`src/rtl/amiga_clk_enable_gen_pkg.sv`:
```
// Shared types and constants for the Amiga clock-enable generator.
// Holds the lock FSM encoding, phase decode points and E-clock defaults.
package amiga_clk_pkg;

    typedef enum logic [1:0] {
        WAIT_LOCK = 2'd0,
        HOLD      = 2'd1,
        RUN       = 2'd2
    } state_t;

    localparam logic [2:0] PH_CLK7  = 3'd3;
    localparam logic [2:0] PH_CLK7N = 3'd1;
    localparam logic [2:0] PH_CCK   = 3'd7;

    localparam int ECLK_DIV_DEF  = 10;
    localparam int ECLK_HIGH_DEF = 4;

    // Low two phase bits select the 7 MHz position inside a CCK period.
    function automatic logic [1:0] phase_lo(input logic [2:0] ph);
        return ph[1:0];
    endfunction

endpackage

```
`src/rtl/amiga_clk_enable_gen_if.sv`:
```
// PLL-lock input and timing-strobe bundle for the clock-enable generator.
// master = generator side, slave = PLL/consumer side.
interface amiga_clk_enable_gen_if;

    logic       pll_locked;
    logic       run_rst;
    logic [2:0] phase;
    logic       clk7_en;
    logic       clk7n_en;
    logic       cck;
    logic       cck_en;
    logic       eclk;
    logic       e_en;

    modport master (
        input  pll_locked,
        output run_rst, phase, clk7_en, clk7n_en, cck, cck_en, eclk, e_en
    );

    modport slave (
        output pll_locked,
        input  run_rst, phase, clk7_en, clk7n_en, cck, cck_en, eclk, e_en
    );

endinterface

```
`src/rtl/amiga_clk_enable_gen_sync.sv`:
```
// Single-bit CDC synchroniser: STAGES-deep flop chain with synchronous clear.
module amiga_bit_sync #(
    parameter int STAGES = 2
) (
    input  logic clk,
    input  logic clr,
    input  logic d,
    output logic q
);

    logic [STAGES-1:0] sync_r;

    // Shift the asynchronous input through the chain; clr empties it.
    always_ff @(posedge clk) begin
        if (clr) begin
            sync_r <= '0;
        end else begin
            sync_r <= {sync_r[STAGES-2:0], d};
        end
    end

    assign q = sync_r[STAGES-1];

endmodule

```
`src/rtl/amiga_clk_enable_gen.sv`:
```
// Lock-qualified core reset and Amiga timing enables (7 MHz, CCK, E-clock)
// derived from a single 28 MHz clock; all outputs decode registered state only.
module amiga_clk_enable_gen
    import amiga_clk_pkg::*;
#(
    parameter int LOCK_HOLD   = 1024,
    parameter int SYNC_STAGES = 2,
    parameter int ECLK_DIV    = ECLK_DIV_DEF,
    parameter int ECLK_HIGH   = ECLK_HIGH_DEF
) (
    input  logic                    clk,
    input  logic                    rst,
    amiga_clk_enable_gen_if.master  bus
);

    localparam int HW = (LOCK_HOLD > 1) ? $clog2(LOCK_HOLD) : 1;
    localparam int EW = (ECLK_DIV > 1) ? $clog2(ECLK_DIV) : 1;
    localparam logic [HW-1:0] HOLD_LAST  = HW'(LOCK_HOLD - 1);
    localparam logic [EW-1:0] ECNT_LAST  = EW'(ECLK_DIV - 1);
    localparam logic [EW-1:0] ECNT_HIGH  = EW'(ECLK_DIV - ECLK_HIGH);

    logic          locked_s;
    state_t        state_r, state_s;
    logic [HW-1:0] hold_r, hold_s;
    logic [2:0]    phase_r, phase_s;
    logic [EW-1:0] ecnt_r, ecnt_s;
    logic          run_s;
    logic          clk7_s;

    amiga_bit_sync #(.STAGES(SYNC_STAGES)) u_lock_sync (
        .clk (clk),
        .clr (rst),
        .d   (bus.pll_locked),
        .q   (locked_s)
    );

    // State, hold counter, phase and E counter registers.
    always_ff @(posedge clk) begin
        if (rst) begin
            state_r <= WAIT_LOCK;
            hold_r  <= '0;
            phase_r <= 3'd0;
            ecnt_r  <= '0;
        end else begin
            state_r <= state_s;
            hold_r  <= hold_s;
            phase_r <= phase_s;
            ecnt_r  <= ecnt_s;
        end
    end

    // Lock FSM: any deassertion of the synchronised lock restarts qualification.
    always_comb begin
        state_s = state_r;
        hold_s  = '0;
        case (state_r)
            WAIT_LOCK: begin
                if (locked_s) state_s = HOLD;
                else          state_s = WAIT_LOCK;
            end
            HOLD: begin
                if (!locked_s) begin
                    state_s = WAIT_LOCK;
                end else if (hold_r == HOLD_LAST) begin
                    state_s = RUN;
                end else begin
                    hold_s = hold_r + {{(HW-1){1'b0}}, 1'b1};
                end
            end
            RUN: begin
                if (!locked_s) state_s = WAIT_LOCK;
                else           state_s = RUN;
            end
            default: state_s = WAIT_LOCK;
        endcase
    end

    assign run_s  = (state_r == RUN);
    assign clk7_s = run_s && (phase_lo(phase_r) == phase_lo(PH_CLK7));

    // Phase and E counters only move in RUN so relock alignment is fixed.
    always_comb begin
        phase_s = 3'd0;
        ecnt_s  = '0;
        if (run_s) begin
            phase_s = phase_r + 3'd1;
            if (clk7_s) begin
                if (ecnt_r == ECNT_LAST) ecnt_s = '0;
                else                     ecnt_s = ecnt_r + {{(EW-1){1'b0}}, 1'b1};
            end else begin
                ecnt_s = ecnt_r;
            end
        end else begin
            phase_s = 3'd0;
            ecnt_s  = '0;
        end
    end

    assign bus.run_rst  = !run_s;
    assign bus.phase    = run_s ? phase_r : 3'd0;
    assign bus.clk7_en  = clk7_s;
    assign bus.clk7n_en = run_s && (phase_lo(phase_r) == phase_lo(PH_CLK7N));
    assign bus.cck      = run_s && phase_r[2];
    assign bus.cck_en   = run_s && (phase_r == PH_CCK);
    assign bus.eclk     = run_s && (ecnt_r >= ECNT_HIGH);
    assign bus.e_en     = clk7_s && (ecnt_r == ECNT_LAST);

endmodule

```
`src/flat_wrapper.sv`:
```
// flat-port wrapper written by rule: the top's interface ports become plain ports
module amiga_clk_enable_gen_flat import amiga_clk_pkg::*;
#(
    parameter int LOCK_HOLD   = 1024,
    parameter int SYNC_STAGES = 2,
    parameter int ECLK_DIV    = ECLK_DIV_DEF,
    parameter int ECLK_HIGH   = ECLK_HIGH_DEF
)
  (clk, rst, bus_pll_locked, bus_run_rst, bus_phase, bus_clk7_en, bus_clk7n_en, bus_cck, bus_cck_en, bus_eclk, bus_e_en);
  amiga_clk_enable_gen_if bus_i ();
  input  logic clk;
  input  logic rst;
  input wire logic [$bits(bus_i.pll_locked)-1:0] bus_pll_locked;
  output wire logic [$bits(bus_i.run_rst)-1:0] bus_run_rst;
  output wire logic [$bits(bus_i.phase)-1:0] bus_phase;
  output wire logic [$bits(bus_i.clk7_en)-1:0] bus_clk7_en;
  output wire logic [$bits(bus_i.clk7n_en)-1:0] bus_clk7n_en;
  output wire logic [$bits(bus_i.cck)-1:0] bus_cck;
  output wire logic [$bits(bus_i.cck_en)-1:0] bus_cck_en;
  output wire logic [$bits(bus_i.eclk)-1:0] bus_eclk;
  output wire logic [$bits(bus_i.e_en)-1:0] bus_e_en;
  assign bus_i.pll_locked = bus_pll_locked;
  assign bus_run_rst = bus_i.run_rst;
  assign bus_phase = bus_i.phase;
  assign bus_clk7_en = bus_i.clk7_en;
  assign bus_clk7n_en = bus_i.clk7n_en;
  assign bus_cck = bus_i.cck;
  assign bus_cck_en = bus_i.cck_en;
  assign bus_eclk = bus_i.eclk;
  assign bus_e_en = bus_i.e_en;
  amiga_clk_enable_gen #(.LOCK_HOLD(LOCK_HOLD), .SYNC_STAGES(SYNC_STAGES), .ECLK_DIV(ECLK_DIV), .ECLK_HIGH(ECLK_HIGH)) u_core (.clk(clk), .rst(rst), .bus(bus_i));
endmodule
```
`config.mk`:
```
export PLATFORM = sky130hd
export DESIGN_NAME = amiga_clk_enable_gen_flat
export DESIGN_NICKNAME = d
export VERILOG_FILES = /design/src/rtl/amiga_clk_enable_gen_pkg.sv /design/src/rtl/amiga_clk_enable_gen_if.sv /design/src/rtl/amiga_clk_enable_gen_sync.sv /design/src/rtl/amiga_clk_enable_gen.sv /design/src/flat_wrapper.sv
export SDC_FILE = /design/constraint.sdc
export NUM_CORES = 1
export LEC_CHECK = 0
export CORE_MARGIN = 4
export CORE_UTILIZATION = 55
export CTS_BUF_LIST = sky130_fd_sc_hd__clkbuf_4
export DETAILED_ROUTE_END_ITERATION = 12
export MAX_ROUTING_LAYER = met4
export PLACE_DENSITY = 0.78
export SKIP_LAST_GASP = 1
export SYNTH_ARGS = -nofsm -noshare
export SYNTH_HDL_FRONTEND = slang
export SYNTH_SLANG_ARGS = --single-unit
export TNS_END_PERCENT = 5
```
`constraint.sdc`:
```
create_clock -name clk -period 1.9 [get_ports clk]
set_input_delay 0.285 -clock clk [delete_from_list [all_inputs] [get_ports clk]]
set_output_delay 0.285 -clock clk [all_outputs]
set_load 0.02 [all_outputs]
```
# ---- Yosys cells after proc, flatten, opt, wreduce, memory -nomap -nowiden
# Index checks and enable logic that the tools add are counted.
dict set report word_totals {
  regBits 21
  inputBits 3
  out_inout_bits 10
  word_cells 37
}
dict set report classes {
  addsub 3
  n_lt_le_gt_ge 1
  n_eq_ne 8
  n_mux 7
  bitwise 3
  reduce_logical 10
}
# operator count
set ops {}
lappend ops {{10-bit by 1-bit adder with 10-bit output, second input constant} 1}
lappend ops {{10-bit == test, second input constant} 1}
lappend ops {{1-bit logical AND} 6}
lappend ops {{2-bit 2-to-1 mux} 3}
lappend ops {{2-bit one-hot mux with 3 select lines} 1}
lappend ops {{4-bit by 1-bit adder with 4-bit output, second input constant} 1}
lappend ops {{2-bit by 1-bit == test with 1-bit output, second input constant} 2}
lappend ops {{2-bit == test, second input constant} 2}
lappend ops {{4-bit == test, second input constant} 1}
lappend ops {{4-bit by 3-bit >= comparator with 1-bit output, second input constant} 1}
lappend ops {{4-bit 2-to-1 mux} 1}
lappend ops {{4-bit OR reduction} 1}
lappend ops {{3-bit by 1-bit adder with 3-bit output, second input constant} 1}
lappend ops {{3-bit == test, second input constant} 1}
lappend ops {{3-bit 2-to-1 mux} 1}
lappend ops {{3-bit by 2-bit inequality test with 1-bit output, second input constant} 1}
lappend ops {{1-bit NOT} 3}
lappend ops {{2-bit logical NOT} 1}
lappend ops {{2-bit OR reduction} 1}
lappend ops {{1-bit logical NOT} 1}
lappend ops {{1-bit 2-to-1 mux} 1}

# ---- Longest topological paths before layout
# Gate-level depths: netlist of the first run.
dict set report depth {
  depth_word 4
  ltp_mapped 6
  ltp_nobuf 6
}

# ---- Modules after synthesis
# Synthesis of the first run repeated with hierarchy kept, for this count alone.
dict set report hier_totals {
  hier_cells 122
  area_unflattened_um2 1084.8
}
# module instances cells_per_inst area_each_um2 seq_area_each_um2
set modules_own_cells {}
lappend modules_own_cells {amiga_clk_enable_gen 1 118 1032.2 380.4}
lappend modules_own_cells {amiga_bit_sync 1 4 52.6 40.0}

# ---- Least setup slack after synthesis of the first run
# OpenSTA, ideal clock, no wires.
dict set report synth_path {
  kind {register -> output}
  startpoint {register u_core.state_r[0]}
  endpoint {output bus_e_en}
  arrival_time_ps 1341
  t_required_ps 1615
  path_slack_ps 274
  path_stages_with_launch 5
  n_path_buf 0
  cell_sequence {dfxtp_1 inv_1 ha_1 nand3_1 nor3b_1}
}
dict set report synth_via {
  elab_chain_len 3
}
# item line_no
set synth_lines {}
lappend synth_lines {{start, declared} amiga_clk_enable_gen.sv:23} ;# state_t state_r, state_s;
lappend synth_lines {{start signal, assigned} amiga_clk_enable_gen.sv:45} ;# state_r <= state_s;
lappend synth_lines {{2-bit == test} amiga_clk_enable_gen.sv:78} ;# assign run_s = (state_r == RUN);
lappend synth_lines {{1-bit logical AND} amiga_clk_enable_gen.sv:79} ;# assign clk7_s = run_s && (phase_lo(phase_r) == phase_lo(PH_CLK7));
lappend synth_lines {{1-bit logical AND} amiga_clk_enable_gen.sv:106} ;# assign bus.e_en = clk7_s && (ecnt_r == ECNT_LAST);
lappend synth_lines {{end, declared} flat_wrapper.sv:21} ;# output wire logic [$bits(bus_i.e_en)-1:0] bus_e_en;
# No other way between the ends.

# ---- Worst setup path in the final report of the first run
dict set report layout_path {
  startpoint {register u_core.state_r[0]}
  endpoint {output bus_cck}
}
dict set report layout_via {
  elab_chain_len 2
}
# item line_no
set layout_lines {}
lappend layout_lines {{2-bit == test} amiga_clk_enable_gen.sv:78}
lappend layout_lines {{1-bit logical AND} amiga_clk_enable_gen.sv:103} ;# assign bus.cck = run_s && phase_r[2];
lappend layout_lines {{end, declared} flat_wrapper.sv:18} ;# output wire logic [$bits(bus_i.cck)-1:0] bus_cck;
# No other way between the ends.

==> results of run 1 <==
==> Yosys cell counts, types with 2 or more instances <==
cell type	number
dfxtp_1	21
ha_1	8
nor3_1	2
o21a_1	2
o21ai_0	3
nand4_1	2
xor2_1	5
inv_1	5
nand2_1	8
xnor2_1	3
nor3b_1	2
a21oi_1	7
and2_1	6
or3_1	2
nor2_1	16
nand3_1	4
nor2b_1	4
==> kinds of logic (layout without fill, tap and decap cells) <==
group | count (synthesis) | after routing | share of synthesized area (%)
AO/OA/AOI/OAI | 14 | 14 | 9.51
XOR/XNOR | 8 | 8 | 7.01
adder cells (fa/ha/maj) | 8 | 8 | 10.0
buffers and inverters | 7 | 24 | 3.76
flip-flops | 21 | 21 | 42.1
AND/OR/NAND/NOR | 53 | 53 | 27.7
==> placed cells by master (no fill, tap or decap) <==
master	n
nor2b_1	4
a31oi_4	1
nand2b_1	1
nor3b_1	2
and2_1	6
nor2_1	16
nand4_1	2
clkbuf_4	4
and4_4	1
nand2_1	8
dfxtp_1	21
dlymetal6s2s_1	1
buf_4	3
nor3_1	2
nand3b_1	1
dlygate4sd2_1	1
o21a_1	2
xnor2_1	3
inv_1	5
clkdlybuf4s50_1	10
o21ai_0	3
ha_1	8
a32oi_1	1
a21oi_1	7
and3_1	1
and3_2	1
xor2_1	5
nand3_1	4
and4_1	1
or2_2	1
or3_1	2
==> registers in the layout (all words and copies together), names as in the netlist <==
name and flops:
u_core.state_r 2, u_core.hold_r 10, u_core.ecnt_r 4, u_core.phase_r 3, u_core.u_lock_sync.sync_r 2
==> metrics by stage <==
stage               util, %  instance area [um2]
floorplan                 -                 1000
global placement       66.9                 1150
detailed placement     66.9                 1150
CTS                    68.6                 1180
global route           68.7                 1190
finish                 68.7                 1190
==> power groups by stage <==
stage	logic, mW	registers (mW)	clock network (mW)
global placement	0.0114	0.454	0
global route	0.0131	0.445	0.245
floorplan	0.00490	0.454	0
detailed placement	0.0118	0.454	0
finish	0.0119	0.444	0.215
CTS	0.0119	0.444	0.224
==> timing repair <==
action,CTS,global route
endpoints found under the hold margin,0,0
setup endpoints to repair,10,10
gates resized for setup,1,1
==> path summary, 6_finish.rpt <==
kind	start	endpoint	slack (ns)
setup reg to reg	u_core.hold_r[0]	u_core.state_r[0]	0.24
setup / recovery	u_core.state_r[0]	bus_cck	-0.20
hold / removal	u_core.u_lock_sync.sync_r[0]	u_core.u_lock_sync.sync_r[1]	0.45
hold reg to reg	u_core.u_lock_sync.sync_r[0]	u_core.u_lock_sync.sync_r[1]	0.45
==> critical path: stages, from the launching register on <==
cell and delay (ns):
dfxtp_1 0.39, inv_1 0.08, ha_1 0.21, buf_4 0.15, and2_1 0.16, clkdlybuf4s50_1 0.53
==> per-layer routing <==
metal	up-vias	share of wire (%)	wire, um	GRT usage (%)
met3	2	3.4	56	3.56
li1	411	-	-	-
met2	11	49	802	25.4
met4	0	0.43	7	6.73
met1	353	47	777	14.8
met5	-	0	0	-
==> final cells by class <==
| cell class | instances | area (um2) |
|---|---|---|
| Inverter | 5 | 18.8 |
| Tap cell | 25 | 31.3 |
| Timing Repair Buffer | 15 | 144 |
| Multi-Input combinational cell | 83 | 542 |
| Fill cell | 146 | 541 |
| Sequential cell | 21 | 420 |
| Clock buffer | 4 | 30.0 |
==> impl_metrics.tcl, run 1 <==
set metrics [dict create \
    outcome "finished, violations left" \
    violations "negative setup slack" \
    die_y_um 50.6 \
    max-slew-margin-rel_pct 82.2 \
    max_clock_freq_mhz 475 \
    cts_max_level 1 \
    worst_slew_pin_slew_ns 0.267 \
    netSwitchingPower_uw 126 \
    grt_max_degree 12 \
    grt_pass1_vias 700 \
    io_buffer_count 12 \
    cts_tree "yes" \
    dp_hpwl_mm 1.33 \
    setup_viol 8 \
    synth_warnings 0 \
    antenna_found_initial 0 \
    wl_mm 1.64 \
    syn_area_um2 1000 \
    dr_total_vias 777 \
    period_minus_slack_ns 2.10 \
    dp.cells 149 \
    start_util_pct 57.9 \
    ys_seq_area_share_pct 42.1 \
    p_total_uw 671 \
    gp_congestion 0.791 \
    swShare_pct 18.8 \
    worst_hold_path.num_cells 1 \
    intPower_uw 545 \
    irDropWorstVdd_mv 0.527 \
    ys_ff_latch 21 \
    die_w_um 50.6 \
    arrival_ns 1.82 \
    clkLatencyLatePin_ns 0.29 \
    wl_per_cell_um 10.7 \
    ctsHoldBuffers 0 \
    cts_made_buffers 3 \
    diodes 0 \
    ant_nets 0 \
    cts_buffer_depth 2 \
    viasPerCell 5.08 \
    post_cts_buffers 0 \
    critPathKind "reg2out" \
    drive_gt1_share_pct 8.59 \
    drtPass1Iterations 4 \
    share_comb_of_total_power_pct 1.8 \
    setup_slack_ns -0.204 \
    maxCapViolations 0 \
    power_density_nw_per_um2 566 \
    drv_slew 0 \
    fin_tns_setup_ns -1.51 \
    synth_top_area_share_pct 42.1 \
    drt_iter0_drc 9 \
    syn_inst 111 \
    r2r.worst_path.cells 5 \
    rsz0062_at_grt "yes" \
    overflow 0 \
    fin_skew_ns 0.00408 \
    grt_pass1_wl_mm 2.76 \
    clkPwrFrac_pct 32.1 \
    nNetsFinal 140 \
    place_ws_ns 0.0753 \
    cp.required_ns 1.62 \
    finalNonFillerCells 153 \
    syn_nets 122 \
    finalHoldViolations 0 \
    finalHoldWorstSlack_ns 0.450 \
    rows 15 \
    cp-start-kind "flop" \
    ios 13 \
    hp-class "reg2reg" \
    share_seq_of_total_power_pct 66.1 \
    design.core.area_um2 1730 \
    synthTopCellsByArea "dfxtp_1, ha_1, nor2_1, xor2_1, and2_1" \
    syn_to_final_growth_pct 18.6 \
    synth_edf_count 0 \
    clkSinkCount 21 \
    synthFlopType "dfxtp_1" \
    avgSynthCellArea_um2 9.01 \
    clock-root-buffer "clkbuf_4" \
    clkTransAtPathRegs_ns 0.11 \
    cp_max_fo 7 \
    grt_use_total_pct 14.4 \
    yosysUniqueCellTypes 28 \
    yosysTopAreaCell "dfxtp_1" \
    async_flop_share_pct 0 \
    cp-end-kind "output port" \
    drc 0 \
    cellLeakagePower_nw 0.449 \
    die_area_um2 2560 \
    min_period_over_period_pct 111 \
]
No activity file was read; power rests on OpenSTA's default activity.
==> run 2, diff against run 1 <==
CORE_MARGIN = 5   (was 4)
MAX_ROUTING_LAYER = default   (was met4)
==> run 2 against run 1 <==
Against the previous run:
- the flow still finishes with violations (negative setup slack)
- sequential cell count unchanged
- via count decreased by 0.39%
- critical path depth unchanged
- first-iteration DRC count increased by 11%
- clock skew decreased by 0.0018 ns
- final area increased by 0.21%
- register-to-register slack improved by 0.14 ns
- worst hold slack improved by 0.0052 ns
- critical endpoint is now bus_phase[2]
- largest cell class unchanged
==> impl_metrics.tcl, run 2 (synthesis results as in run 1) <==
set metrics [dict create \
    nNetsFinal 140 \
    critPathKind "reg2out" \
    min_period_over_period_pct 112 \
    setup_slack_ns -0.234 \
    gp_congestion 0.785 \
    violations "negative setup slack" \
    power_density_nw_per_um2 562 \
    clock-root-buffer "clkbuf_4" \
    min_from "u_core.u_lock_sync.sync_r[0]" \
    cts_buffer_depth 2 \
    irDropWorstVdd_mv 0.538 \
    grt_max_degree 13 \
    dp_hpwl_mm 1.35 \
    holdPathEnd "u_core.u_lock_sync.sync_r[1]" \
    netSwitchingPower_uw 140 \
    clkPwrFrac_pct 31.8 \
    timing.rr.end "u_core.state_r[0]" \
    r2r.worst_path.cells 5 \
    fillerInstances 142 \
    clkTransAtPathRegs_ns 0.11 \
    largestRegisters "u_core.hold_r: 10 flops, u_core.ecnt_r: 4 flops, u_core.phase_r: 3 flops" \
    syn_to_final_growth_pct 18.9 \
    share_comb_of_total_power_pct 1.7 \
    wl_per_cell_um 10.9 \
    drv_slew 0 \
    grt_pass1_vias 783 \
    arrival_ns 1.85 \
    drc 0 \
    cts_tree "yes" \
    die_w_um 52.6 \
    intPower_uw 528 \
    viasPerCell 5.06 \
    max_clock_freq_mhz 469 \
    finalNonFillerCells 153 \
    wl_mm 1.67 \
    diodes 0 \
    largest_register_ffs 10 \
    cellLeakagePower_nw 0.467 \
    cp-start-kind "flop" \
    dp.cells 149 \
    drtPass1Iterations 3 \
    die_y_um 52.6 \
    rows 15 \
    cp_max_fo 7 \
    grt_use_total_pct 15.4 \
    outcome "finished, violations left" \
    clkLatencyLatePin_ns 0.31 \
    reg2reg_setup_slack_ns 0.38 \
    drt_iter0_drc 10 \
    worst_hold_path.num_cells 1 \
    grt_pass1_wl_mm 3.08 \
    regMostFlops "u_core.hold_r" \
    maxCapViolations 0 \
    rsz0062_at_grt "yes" \
    regArea_um2 420 \
    cts_max_level 1 \
    dr_total_vias 774 \
    ant_nets 0 \
    cp-end-kind "output port" \
    max-slew-margin-rel_pct 82.9 \
    io_buffer_count 12 \
    layout_commonest_cell "dfxtp_1" \
    worst_slew_pin_slew_ns 0.257 \
    swShare_pct 20.9 \
    antenna_found_initial 0 \
    final_cell_mix "dfxtp_1, nor2_1, nand2_1, ha_1, clkdlybuf4s50_1" \
    ios 13 \
    die_area_um2 2770 \
    fin_tns_setup_ns -1.30 \
    overflow 0 \
    clkSinkCount 21 \
    period_minus_slack_ns 2.13 \
    drive_gt1_share_pct 8.59 \
    cp.required_ns 1.62 \
    post_cts_buffers 0 \
    share_seq_of_total_power_pct 66.5 \
    r2r_start "u_core.hold_r[0]" \
    start_util_pct 57.9 \
    setup_viol 6 \
    fin_skew_ns 0.00227 \
    cts_made_buffers 3 \
    design.core.area_um2 1730 \
    multi_input_area_um2 542 \
    hp-class "reg2reg" \
    finalHoldViolations 0 \
]
## run 2: changes by cell type in the layout (fill, tap and decap cells not counted)
cell and change:
clkbuf_4 -1, clkdlybuf4s50_1 -2, clkinv_2 +1, dlymetal6s2s_1 +2
## run 2: worst max-delay path by stage
stage	startpoint	to	slack [ns]
global route	u_core.state_r[0]	bus_phase[2]	-0.34
floorplan	u_core.state_r[0]	bus_e_en	0.27
detailed placement	u_core.state_r[0]	bus_phase[2]	0.09
global placement	u_core.phase_r[0]	bus_e_en	0.10
CTS	u_core.state_r[0]	bus_phase[2]	-0.26
finish	u_core.state_r[0]	bus_phase[2]	-0.23
## run 2: per-stage QoR
| stage | setup slack, ns | util (%) | area [um2] | hold slack [ns] | power, mW |
|---|---|---|---|---|---|
| detailed placement | 0.0907 | 66.9 | 1150 | 0.432 | 0.466 |
| finish | -0.234 | 68.8 | 1190 | 0.455 | 0.668 |
| CTS | -0.261 | 68.4 | 1180 | 0.456 | 0.678 |
| global placement | 0.101 | 66.9 | 1150 | 0.419 | 0.465 |
| global route | -0.336 | 68.8 | 1190 | 0.471 | 0.705 |
| floorplan | 0.274 | - | 1000 | 0.354 | 0.459 |
## run 2: layout make-up
cell class	instances	area share (%)
clock buffer	3	1.89
timing repair buffer	15	12.5
clock inverter	1	0.421
multi-input combinational	83	45.6
tap	25	2.63
sequential	21	35.4
inverter	5	1.58
## run 2: what timing repair did
item / in CTS / in global routing
hold buffers: 0 / 0
setup endpoints to repair: 10 / 10
gates resized for setup: 1 / 3
## run 2: power by group through the flow
stage	registers (mW)	logic (mW)	clock network [mW]
after floorplan	0.454	0.00490	0
after global placement	0.454	0.0113	0
after detailed placement	0.454	0.0115	0
after CTS	0.444	0.0115	0.223
after global routing	0.445	0.0124	0.248
final	0.444	0.0114	0.212
## run 2: layer usage
| metal | up-vias | GRT usage [%] | wire length [um] | part of all wire (%) |
|---|---|---|---|---|
| met4 | 0 | 10.6 | 50 | 3.0 |
| met1 | 348 | 15.7 | 729 | 44 |
| met3 | 5 | 3.42 | 74 | 4.4 |
| li1 | 407 | - | - | - |
| met2 | 14 | 27.3 | 818 | 49 |
| met5 | - | 0 | 0 | 0 |
## run 2: critical path, stage by stage, from the launching register on
cell	delay, ns
dfxtp_1	0.40
inv_1	0.08
ha_1	0.21
buf_4	0.15
and2_1	0.16
clkdlybuf4s50_1	0.53
==> run 3, diff against run 2 <==
CORE_UTILIZATION = 52   (was 55)
CTS_BUF_LIST = default   (was sky130_fd_sc_hd__clkbuf_4)
PLACE_DENSITY = 0.74   (was 0.78)
==> run 3 against run 2 <==
Against the previous run:
- the run still ends with negative setup slack left
- maximum frequency grew 1.0%
- worst hold slack better by 0.0080 ns
- final area shrank 0.21%
- clock skew up 0.0047 ns
- count of clock-buffer cells in the layout did not move
- sequential power hardly changed
- wire length increased by 4.4%
- critical path depth stayed put
- non-clock buffer count unchanged
- via count decreased by 0.65%
- combinational power barely moved
- largest power group unchanged
==> impl_metrics.tcl, run 3 (synthesis results as in run 1) <==
set metrics [dict create \
    cp_max_fo 7 \
    antenna_found_initial 0 \
    dp_hpwl_mm 1.37 \
    final_cell_mix "dfxtp_1, nor2_1, clkdlybuf4s50_1" \
    grt_pass1_wl_mm 3.40 \
    clkSinkCount 21 \
    grt_pass1_vias 810 \
    wl_per_cell_um 11.4 \
    max_clock_freq_mhz 473 \
    io_buffer_count 12 \
    clkLatencyLatePin_ns 0.30 \
    reg2reg_setup_slack_ns 0.24 \
    overflow 0 \
    dp.cells 149 \
    wl_mm 1.75 \
    rsz0062_at_grt "yes" \
    post_cts_buffers 0 \
    swShare_pct 20.6 \
    startpoint "u_core.state_r[0]" \
    irDropWorstVdd_mv 0.507 \
    clkTransAtPathRegs_ns 0.12 \
    cts_made_buffers 3 \
    power_density_nw_per_um2 561 \
    viasPerCell 5.03 \
    endpoint "bus_run_rst" \
    die_w_um 53.8 \
    cts_max_level 1 \
    arrival_ns 1.83 \
    syn_to_final_growth_pct 18.6 \
    fin_tns_setup_ns -1.41 \
    timing.rr.end "u_core.state_r[0]" \
    min_period_over_period_pct 111 \
    nNetsFinal 140 \
    ios 13 \
    cts_buffer_depth 2 \
    r2r_start "u_core.hold_r[0]" \
    worst_slew_pin_slew_ns 0.270 \
    rows 15 \
    outcome "finished, violations left" \
    cts_tree "yes" \
    grt_max_degree 13 \
    cp-end-kind "output port" \
    drt_iter0_drc 4 \
    fillerInstances 162 \
    grt_use_total_pct 15.8 \
    ant_nets 0 \
    start_util_pct 56.1 \
    largest_register_ffs 10 \
    dr_total_vias 769 \
    finalNonFillerCells 153 \
    share_seq_of_total_power_pct 66.8 \
    r2r.worst_path.cells 5 \
    setup_slack_ns -0.212 \
    max-slew-margin-rel_pct 82.0 \
    finalHoldViolations 0 \
    die_y_um 53.8 \
    drv_slew 0 \
    largestRegisters "u_core.hold_r: 10 flops, u_core.ecnt_r: 4 flops, u_core.phase_r: 3 flops" \
    ctsHoldBuffers 0 \
    cts_resized 1 \
    cp-start-kind "flop" \
    cp.required_ns 1.62 \
    layout_commonest_cell "dfxtp_1" \
    die_area_um2 2900 \
    diodes 0 \
    hp-class "reg2reg" \
    gp_congestion 0.796 \
    regMostFlops "u_core.hold_r" \
    critPathKind "reg2out" \
    period_minus_slack_ns 2.11 \
    intPower_uw 528 \
    p_total_uw 665 \
    clkPwrFrac_pct 31.4 \
    violations "negative setup slack" \
    drc 0 \
    clock-root-buffer "clkbuf_4" \
    maxCapViolations 0 \
    cellLeakagePower_nw 0.467 \
    design.core.area_um2 1780 \
    drive_gt1_share_pct 8.59 \
    netSwitchingPower_uw 137 \
    fin_skew_ns 0.00697 \
    setup_viol 7 \
    share_comb_of_total_power_pct 1.7 \
    drtPass1Iterations 4 \
]
run 3: per-stage QoR:
stage | util, % | cell area [um2] | worst slack [ns] | hold slack [ns]
after floorplan | - | 1000 | 0.274 | 0.354
after global placement | 64.8 | 1150 | 0.0913 | 0.432
after detailed placement | 64.8 | 1150 | 0.0805 | 0.443
after CTS | 66.2 | 1180 | -0.237 | 0.461
after global routing | 66.5 | 1190 | -0.346 | 0.488
final | 66.5 | 1190 | -0.212 | 0.463
run 3: how the worst min path moves through the flow:
stage	cells after the start	slack, ns	end	from
floorplan	1	0.35	u_core.state_r[0]	rst
global placement	1	0.43	u_core.hold_r[0]	u_core.hold_r[0]
detailed placement	1	0.44	u_core.hold_r[0]	u_core.hold_r[0]
CTS	1	0.46	u_core.hold_r[0]	u_core.hold_r[0]
global route	1	0.49	u_core.u_lock_sync.sync_r[1]	u_core.u_lock_sync.sync_r[0]
finish	1	0.46	u_core.u_lock_sync.sync_r[1]	u_core.u_lock_sync.sync_r[0]
run 3: layer usage:
metal	GRT usage, %	wire length, um
met3	2.77	47
met2	27.0	847
met1	19.4	837
met4	6.38	14
met5	0	0
run 3: power by group through the flow:
stage	sequential (mW)	clock, mW	combinational (mW)
after global placement	0.454	0	0.0114
after detailed placement	0.455	0	0.0118
after global routing	0.445	0.242	0.0136
final	0.445	0.209	0.0115
after floorplan	0.454	0	0.00490
after CTS	0.445	0.219	0.0118
run 3: area by class of cell:
| type | instances | area (um2) | share of cell area (%) |
|---|---|---|---|
| clock buffers | 3 | 22.5 | 1.90 |
| clock inverters | 1 | 5.00 | 0.422 |
| inverters | 5 | 18.8 | 1.58 |
| multi-input cells | 83 | 542 | 45.7 |
| flip-flops and latches | 21 | 420 | 35.4 |
| well taps | 25 | 31.3 | 2.64 |
| repair buffers | 15 | 146 | 12.3 |
run 3: worst max-delay path, cell delays in order, from the launching register on:
cell	delay, ns
dfxtp_1	0.39
inv_1	0.08
ha_1	0.21
buf_4	0.16
inv_1	0.08
clkdlybuf4s50_1	0.61
